$ cat src/rtl/demux_route_pkg.sv
// Shared types and constants for the demux route sequencer.
//   state_e      : sequencer state (idle, strobe window, guard gap)
//   NCH_DEFAULT  : default number of demux channels
//   AW_DEFAULT   : default address width
//   STAT_W       : width of the optional delivery/drop statistics counters
//   cnt_width()  : minimum counter width able to hold a given value
package demux_route_pkg;

  localparam int unsigned NCH_DEFAULT = 8;
  localparam int unsigned AW_DEFAULT  = 3;
  localparam int unsigned STAT_W      = 8;

  typedef enum logic [1:0] {
    StIdle  = 2'd0,
    StDrive = 2'd1,
    StGap   = 2'd2
  } state_e;

  // Minimum number of bits able to represent 'value' (at least 1).
  function automatic int unsigned cnt_width(input int unsigned value);
    int unsigned w;
    w = $clog2(value + 1);
    return (w < 1) ? 1 : w;
  endfunction

endpackage

$ cat src/rtl/demux_route_sequencer_if.sv
// Handshake input and demux-facing output bus of the route sequencer.
//   in_valid/in_ready/in_bit/in_addr : word handshake and payload
//   mode, chan_mask                  : routing controls, sampled at accept
//   out_addr/out_data/out_strobe     : demux select, gated data, window
// Modports: master drives words and observes the demux side; slave is the sequencer.
interface demux_route_sequencer_if #(
  parameter int unsigned NCH = 8,
  parameter int unsigned AW  = 3
);
  logic           in_valid;
  logic           in_ready;
  logic           in_bit;
  logic [AW-1:0]  in_addr;
  logic           mode;
  logic [NCH-1:0] chan_mask;
  logic [AW-1:0]  out_addr;
  logic           out_data;
  logic           out_strobe;

  modport master (
    output in_valid, in_bit, in_addr, mode, chan_mask,
    input  in_ready, out_addr, out_data, out_strobe
  );

  modport slave (
    input  in_valid, in_bit, in_addr, mode, chan_mask,
    output in_ready, out_addr, out_data, out_strobe
  );
endinterface

$ cat src/rtl/rr_next_chan.sv
// Combinational round-robin search: first enabled channel strictly after
// last_ptr, wrapping modulo NCH.
//   mask      : channel enable bits
//   last_ptr  : previously granted channel
//   grant     : next channel to serve (valid only when any_valid)
//   any_valid : at least one channel enabled
module rr_next_chan #(
  parameter int unsigned NCH = 8,
  parameter int unsigned AW  = 3
) (
  input  logic [NCH-1:0] mask,
  input  logic [AW-1:0]  last_ptr,
  output logic [AW-1:0]  grant,
  output logic           any_valid
);

  logic [AW-1:0] cand;

  // Walk offsets from far to near so the nearest enabled channel after
  // last_ptr is the last one written. Offset NCH wraps to last_ptr itself,
  // which lets a single enabled channel be granted repeatedly.
  always_comb begin
    grant = '0;
    cand  = '0;
    for (int i = NCH; i >= 1; i--) begin
      cand = last_ptr + AW'(i);
      if (mask[cand]) begin
        grant = cand;
      end
    end
  end

  assign any_valid = |mask;

endmodule

$ cat src/rtl/demux_route_sequencer.sv
// Upstream feeder for the 8-way demux tree. Accepts single-bit words over a
// valid/ready handshake, picks a channel (round-robin or explicit), drives the
// demux select and gated data for STROBE_LEN cycles, then idles GAP_CYCLES.
//   clk, rst_n  : clock and asynchronous active-low reset
//   bus         : handshake input and demux output (slave modport)
//   busy        : high while delivering or in the guard gap
//   err_drop    : one-cycle pulse when an explicit word targets a masked channel
// Optional (macro DEMUX_ROUTE_STATS_EN):
//   stat_sel    : channel whose delivery count is read on stat_count
//   stat_count  : saturating delivery count of channel stat_sel
//   drop_count  : saturating count of dropped words
module demux_route_sequencer
  import demux_route_pkg::*;
#(
  parameter int unsigned NCH        = NCH_DEFAULT,
  parameter int unsigned AW         = AW_DEFAULT,
  parameter int unsigned STROBE_LEN = 1,
  parameter int unsigned GAP_CYCLES = 1
) (
  input  logic                    clk,
  input  logic                    rst_n,
  demux_route_sequencer_if.slave  bus,
`ifdef DEMUX_ROUTE_STATS_EN
  input  logic [AW-1:0]           stat_sel,
  output logic [STAT_W-1:0]       stat_count,
  output logic [STAT_W-1:0]       drop_count,
`endif
  output logic                    busy,
  output logic                    err_drop
);

  localparam int unsigned MaxLen = (STROBE_LEN > GAP_CYCLES) ? STROBE_LEN : GAP_CYCLES;
  localparam int unsigned CW     = cnt_width(MaxLen);
  localparam logic [CW-1:0] StrobeLoad = CW'(STROBE_LEN - 1);
  localparam logic [CW-1:0] GapLoad    = (GAP_CYCLES == 0) ? '0 : CW'(GAP_CYCLES - 1);

  state_e        state_q;
  logic [CW-1:0] cnt_q;
  logic [AW-1:0] last_ptr_q;
  logic [AW-1:0] out_addr_q;
  logic          out_data_q;
  logic          out_strobe_q;
  logic          err_drop_q;

  logic [AW-1:0] rr_grant;
  logic          rr_any;
  logic          accept;

  rr_next_chan #(
    .NCH (NCH),
    .AW  (AW)
  ) u_rr_next_chan (
    .mask      (bus.chan_mask),
    .last_ptr  (last_ptr_q),
    .grant     (rr_grant),
    .any_valid (rr_any)
  );

  // Explicit mode is always ready; masked targets are consumed and dropped.
  assign bus.in_ready = (state_q == StIdle) && (bus.mode || rr_any);
  assign accept       = bus.in_valid && bus.in_ready;

  always_ff @(posedge clk or negedge rst_n) begin
    if (!rst_n) begin
      state_q      <= StIdle;
      cnt_q        <= '0;
      last_ptr_q   <= AW'(NCH - 1);
      out_addr_q   <= '0;
      out_data_q   <= 1'b0;
      out_strobe_q <= 1'b0;
      err_drop_q   <= 1'b0;
    end else begin
      err_drop_q <= 1'b0;
      unique case (state_q)
        StIdle: begin
          if (accept) begin
            if (bus.mode) begin
              if (bus.chan_mask[bus.in_addr]) begin
                out_addr_q   <= bus.in_addr;
                out_data_q   <= bus.in_bit;
                out_strobe_q <= 1'b1;
                cnt_q        <= StrobeLoad;
                state_q      <= StDrive;
              end else begin
                err_drop_q <= 1'b1;
              end
            end else begin
              out_addr_q   <= rr_grant;
              last_ptr_q   <= rr_grant;
              out_data_q   <= bus.in_bit;
              out_strobe_q <= 1'b1;
              cnt_q        <= StrobeLoad;
              state_q      <= StDrive;
            end
          end
        end
        StDrive: begin
          if (cnt_q == '0) begin
            out_strobe_q <= 1'b0;
            out_data_q   <= 1'b0;
            if (GAP_CYCLES == 0) begin
              state_q <= StIdle;
            end else begin
              cnt_q   <= GapLoad;
              state_q <= StGap;
            end
          end else begin
            cnt_q <= cnt_q - CW'(1);
          end
        end
        StGap: begin
          if (cnt_q == '0) begin
            state_q <= StIdle;
          end else begin
            cnt_q <= cnt_q - CW'(1);
          end
        end
        default: state_q <= StIdle;
      endcase
    end
  end

  assign bus.out_addr   = out_addr_q;
  assign bus.out_data   = out_data_q;
  assign bus.out_strobe = out_strobe_q;
  assign busy           = (state_q != StIdle);
  assign err_drop       = err_drop_q;

`ifdef DEMUX_ROUTE_STATS_EN
  logic [STAT_W-1:0] stat_cnt_q [NCH];
  logic [STAT_W-1:0] drop_cnt_q;
  logic              first_drive;

  // The window counter starts at StrobeLoad, so it only equals it on the
  // first DRIVE cycle of a delivery.
  assign first_drive = (state_q == StDrive) && (cnt_q == StrobeLoad);

  always_ff @(posedge clk or negedge rst_n) begin
    if (!rst_n) begin
      for (int i = 0; i < NCH; i++) begin
        stat_cnt_q[i] <= '0;
      end
      drop_cnt_q <= '0;
    end else begin
      if (first_drive && (stat_cnt_q[out_addr_q] != '1)) begin
        stat_cnt_q[out_addr_q] <= stat_cnt_q[out_addr_q] + STAT_W'(1);
      end
      if (err_drop_q && (drop_cnt_q != '1)) begin
        drop_cnt_q <= drop_cnt_q + STAT_W'(1);
      end
    end
  end

  assign stat_count = stat_cnt_q[stat_sel];
  assign drop_count = drop_cnt_q;
`endif

endmodule

$ cat src/flat_wrapper.sv
// flat-port wrapper written by rule: the top's interface ports become plain ports
module demux_route_sequencer_flat import demux_route_pkg::*;
#(
  parameter int unsigned NCH        = NCH_DEFAULT,
  parameter int unsigned AW         = AW_DEFAULT,
  parameter int unsigned STROBE_LEN = 1,
  parameter int unsigned GAP_CYCLES = 1
)
  (clk, rst_n, busy, err_drop, bus_in_valid, bus_in_bit, bus_in_addr, bus_mode, bus_chan_mask, bus_in_ready, bus_out_addr, bus_out_data, bus_out_strobe);
  demux_route_sequencer_if #(.NCH(NCH), .AW(AW)) bus_i ();
  input  logic clk;
  input  logic rst_n;
  output logic busy;
  output logic err_drop;
  input wire logic [$bits(bus_i.in_valid)-1:0] bus_in_valid;
  input wire logic [$bits(bus_i.in_bit)-1:0] bus_in_bit;
  input wire logic [$bits(bus_i.in_addr)-1:0] bus_in_addr;
  input wire logic [$bits(bus_i.mode)-1:0] bus_mode;
  input wire logic [$bits(bus_i.chan_mask)-1:0] bus_chan_mask;
  output wire logic [$bits(bus_i.in_ready)-1:0] bus_in_ready;
  output wire logic [$bits(bus_i.out_addr)-1:0] bus_out_addr;
  output wire logic [$bits(bus_i.out_data)-1:0] bus_out_data;
  output wire logic [$bits(bus_i.out_strobe)-1:0] bus_out_strobe;
  assign bus_i.in_valid = bus_in_valid;
  assign bus_i.in_bit = bus_in_bit;
  assign bus_i.in_addr = bus_in_addr;
  assign bus_i.mode = bus_mode;
  assign bus_i.chan_mask = bus_chan_mask;
  assign bus_in_ready = bus_i.in_ready;
  assign bus_out_addr = bus_i.out_addr;
  assign bus_out_data = bus_i.out_data;
  assign bus_out_strobe = bus_i.out_strobe;
  demux_route_sequencer #(.NCH(NCH), .AW(AW), .STROBE_LEN(STROBE_LEN), .GAP_CYCLES(GAP_CYCLES)) u_core (.clk(clk), .rst_n(rst_n), .bus(bus_i), .busy(busy), .err_drop(err_drop));
endmodule
$ cat config.mk
export PLATFORM = sky130hd
export DESIGN_NAME = demux_route_sequencer_flat
export DESIGN_NICKNAME = d
export VERILOG_FILES = /design/src/rtl/demux_route_pkg.sv /design/src/rtl/demux_route_sequencer_if.sv /design/src/rtl/rr_next_chan.sv /design/src/rtl/demux_route_sequencer.sv /design/src/flat_wrapper.sv
export SDC_FILE = /design/constraint.sdc
export NUM_CORES = 1
export LEC_CHECK = 0
export BUFFER_PORTS_ARGS = -buffer_cell sky130_fd_sc_hd__buf_2
export CORE_UTILIZATION = 45
export CTS_CLUSTER_DIAMETER = 60
export DETAILED_ROUTE_END_ITERATION = 6
export PLACE_DENSITY_LB_ADDON = 0.15
export SLEW_MARGIN = 20
export SYNTH_ARGS = -nofsm -noshare
export SYNTH_HDL_FRONTEND = slang
export SYNTH_HIERARCHICAL = 1
export SYNTH_SLANG_ARGS = --single-unit
$ cat constraint.sdc
create_clock -name clk -period 4.6 [get_ports clk]
set_clock_uncertainty 0.05 [all_clocks]
set_input_delay 0.92 -clock clk [delete_from_list [all_inputs] [get_ports clk]]
set_output_delay 0.92 -clock clk [all_outputs]
set_load 0.01 [all_outputs]
==> flow_summary.yaml <==
cells_and_area:
  final_cell_mix: "buf_2 (23), nor2_1 (15), nand2_1 (11)"
  num-fill-cells: 275
  fin_nets: 191
  finalInstanceArea_sq_um: 1531
  layout-drive-gt1-share_pct: 28.49
  layout_commonest_cell: "buf_2"
  diodes: 0
  syn2layout_area_growth_pct: 8.994
routing:
  routed_wl_um: 3388
  viasPerCell: 6.360
  drc: 0
  wl_met1_um: 1568
  wl_met3_um: 106
  wl_per_cell_um: 16.69
  wl_met2_um: 1668
  first_pass_iters: 4
  drtAntennaViolNets: 0
  routed.top_layer: "met4"
  dr_total_vias: 1291
  drt_iter0_markers: 99
logic_synthesis:
  yosys.area.top_type: "dfrtp_1"
  ys_seq_elements: 11
  yosysWarnings: 6
  ys.flop_type: "dfrtp_1"
  synth_top_cell_area_share_pct: 14.25
  synth.distinct_cells: 44
  synth_edf_count: 0
  ys_async_sr_fraction_pct: 100.0
  syn_area_sq_um: 1405
  yosys-top-cells-area: "dfrtp_1 (14%), mux4_1 (7.5%), mux2_2 (7.2%), mux2i_1 (7.1%), mux4_2 (6.4%)"
  synth_cells: 154
  ys_seq_area_share_pct: 19.86
  synth.avg_cell_area_sq_um: 9.124
  synth_fp_nets: 172
worst_hold_path:
  hp-start: "u_core/state_q[1]"
  holdCritPathClass: "reg2reg"
placed_design:
  post-place-ws_ps: 1011
  portBuffers: 23
  placed_area_sq_um: 1505
  dpl.hpwl_um: 2525
  place_congestion: 0.9686
critical_path:
  crit_start: "u_core/last_ptr_q[1]"
  timing.rr.start: "u_core/last_ptr_q[1]"
  critPathKind: "reg2reg"
  critical_path_buf_inv_count: 1
  worst_path_max_delay_cell: "dfstp_2"
  slowest_delay_ps: 750
  cp_max_fo: 17
  path_common_cell: "o21ai_0"
  cp.required_ps: 4740
  path_cells: "inv_1 -> ha_1 -> mux4_2 -> mux2_2 -> nand2b_1 -> o21ai_0 -> nor2_1 -> a21oi_1 -> mux2i_1 -> o21ai_0"
  worstPathArrival_ps: 3730
  endpoint_kind: "flip-flop"
  startpoint_type: "flip-flop"
  worst_path_dominant_cell_family: "multiplexers"
sta:
  min_period_over_period_pct: 78.06
  rsz0062_at_grt: "false"
  tightest_slew_ps: 501.8
  fmax_mhz: 278.5
  setup_tns_ps: 0
  min_period_ps: 3591
  setup_viol_count_final: 0
  slew_headroom_pct: 66.13
  hold_viol: 0
  drv_slew: 0
  setup_ws_ps: 1009
clocking:
  h-tree-depth: 1
  cts-hold-fix-buffers: 0
  cts_tree: "yes"
  clock_latency_ps: 270
  postCtsSetupBuffers: 0
  cts.reportedPaths.clkPinSlew_ps: 70
  cts.repair.resized: 0
  cts.sinks: 11
  numCtsBuffers: 3
  root_buffer: "clkbuf_4"
  cts_buffer_depth: 2
status:
  outcome: "finished, final reports clean"
floorplan:
  core_area_sq_um: 2853
  die_w_um: 57.88
  rows: 19
  ios: 24
  start_util_pct: 49.25
  die_h_um: 57.88
  die_area_sq_um: 3350
grt:
  grt_pass1_vias: 1265
  grt_max_degree: 20
  antenna_found_initial: 0
  grt_pass1_wl_um: 5906
  track_usage_pct: 22.55
  overflow: 0
run:
  maxCapViolCount: 0
pwr:
  ir_drop_mv: 0.3042
  power_density_nw_per_um2: 816.0
  p_leak_nw: 0.6659
path summary, 6_finish.rpt:
check	end	slack, ps	depth (start not counted)
worst max-delay path	u_core/bus.out_addr[1]	1010	10
worst min-delay path	u_core/state_q[1]	430	1
worst max register to register	u_core/bus.out_addr[1]	1010	10
worst min register to register	u_core/state_q[1]	430	1
max in group asynchronous	u_core/last_ptr_q[1]	3780	1
min in group asynchronous	u_core/bus.out_addr[1]	460	1
state kept, by name, summed over array words and instances, names as in the netlist:
register / cells
u_core/bus.out_addr: 3
u_core/bus.out_data: 1
u_core/bus.out_strobe: 1
u_core/err_drop: 1
u_core/last_ptr_q: 3
u_core/state_q: 2
logic make-up after synthesis:
logic type	share of synthesized area (%)
multiplexers	31.43
buffers and inverters	6.233
adder cells (fa/ha/maj)	1.781
AND/OR/NAND/NOR	16.21
flip-flops	19.86
AO/OA/AOI/OAI	22.62
XOR/XNOR	1.870
synthesized netlist by cell type (3+ instances only):
master	n
inv_1	9
a221oi_1	6
nand2b_1	4
nor2b_1	3
buf_2	4
mux4_1	4
nand2_1	11
nand3_1	3
mux2i_1	10
a211oi_1	4
nor2_1	15
o21ai_0	6
o21ai_1	3
dfstp_2	3
dfrtp_1	8
a221o_1	5
mux4_2	4
mux2_4	3
mux2_2	9
clkbuf_1	3
a21oi_1	6
stage by stage:
stage,power (mW),utilization (%),instances,hold WS [ps]
after floorplan,0.9847,-,154,379.8
after global placement,1.158,52.76,199,402.2
after detailed placement,1.169,52.76,199,410.4
after CTS,1.241,53.68,203,426.7
after global routing,1.373,53.68,203,438.3
final,1.250,53.68,203,431.7
metal layers:
layer | vias up | GRT usage, %
met4 | 0 | 10.20
met3 | 6 | 1.563
met2 | 38 | 35.14
met1 | 615 | 32.28
met5 | - | 0
li1 | 632 | -
area by class of cell:
class / count / area [sq um] / area share (%)
clock buffer: 4 / 26.28 / 1.716
inverter: 9 / 33.78 / 2.206
multi-input combinational: 125 / 1039 / 67.81
sequential: 11 / 279.0 / 18.22
tap: 31 / 38.79 / 2.533
timing repair buffer: 23 / 115.1 / 7.516
where the power goes:
part           internal, mW  total, mW  leakage [nW]  switching, mW
Sequential            0.144      0.227         0.131         0.0823
Clock                0.0335     0.0650        0.0150         0.0315
Combinational         0.441      0.958         0.520          0.517
Total                 0.619       1.25         0.666          0.631
(Power assumes the default switching activity.)
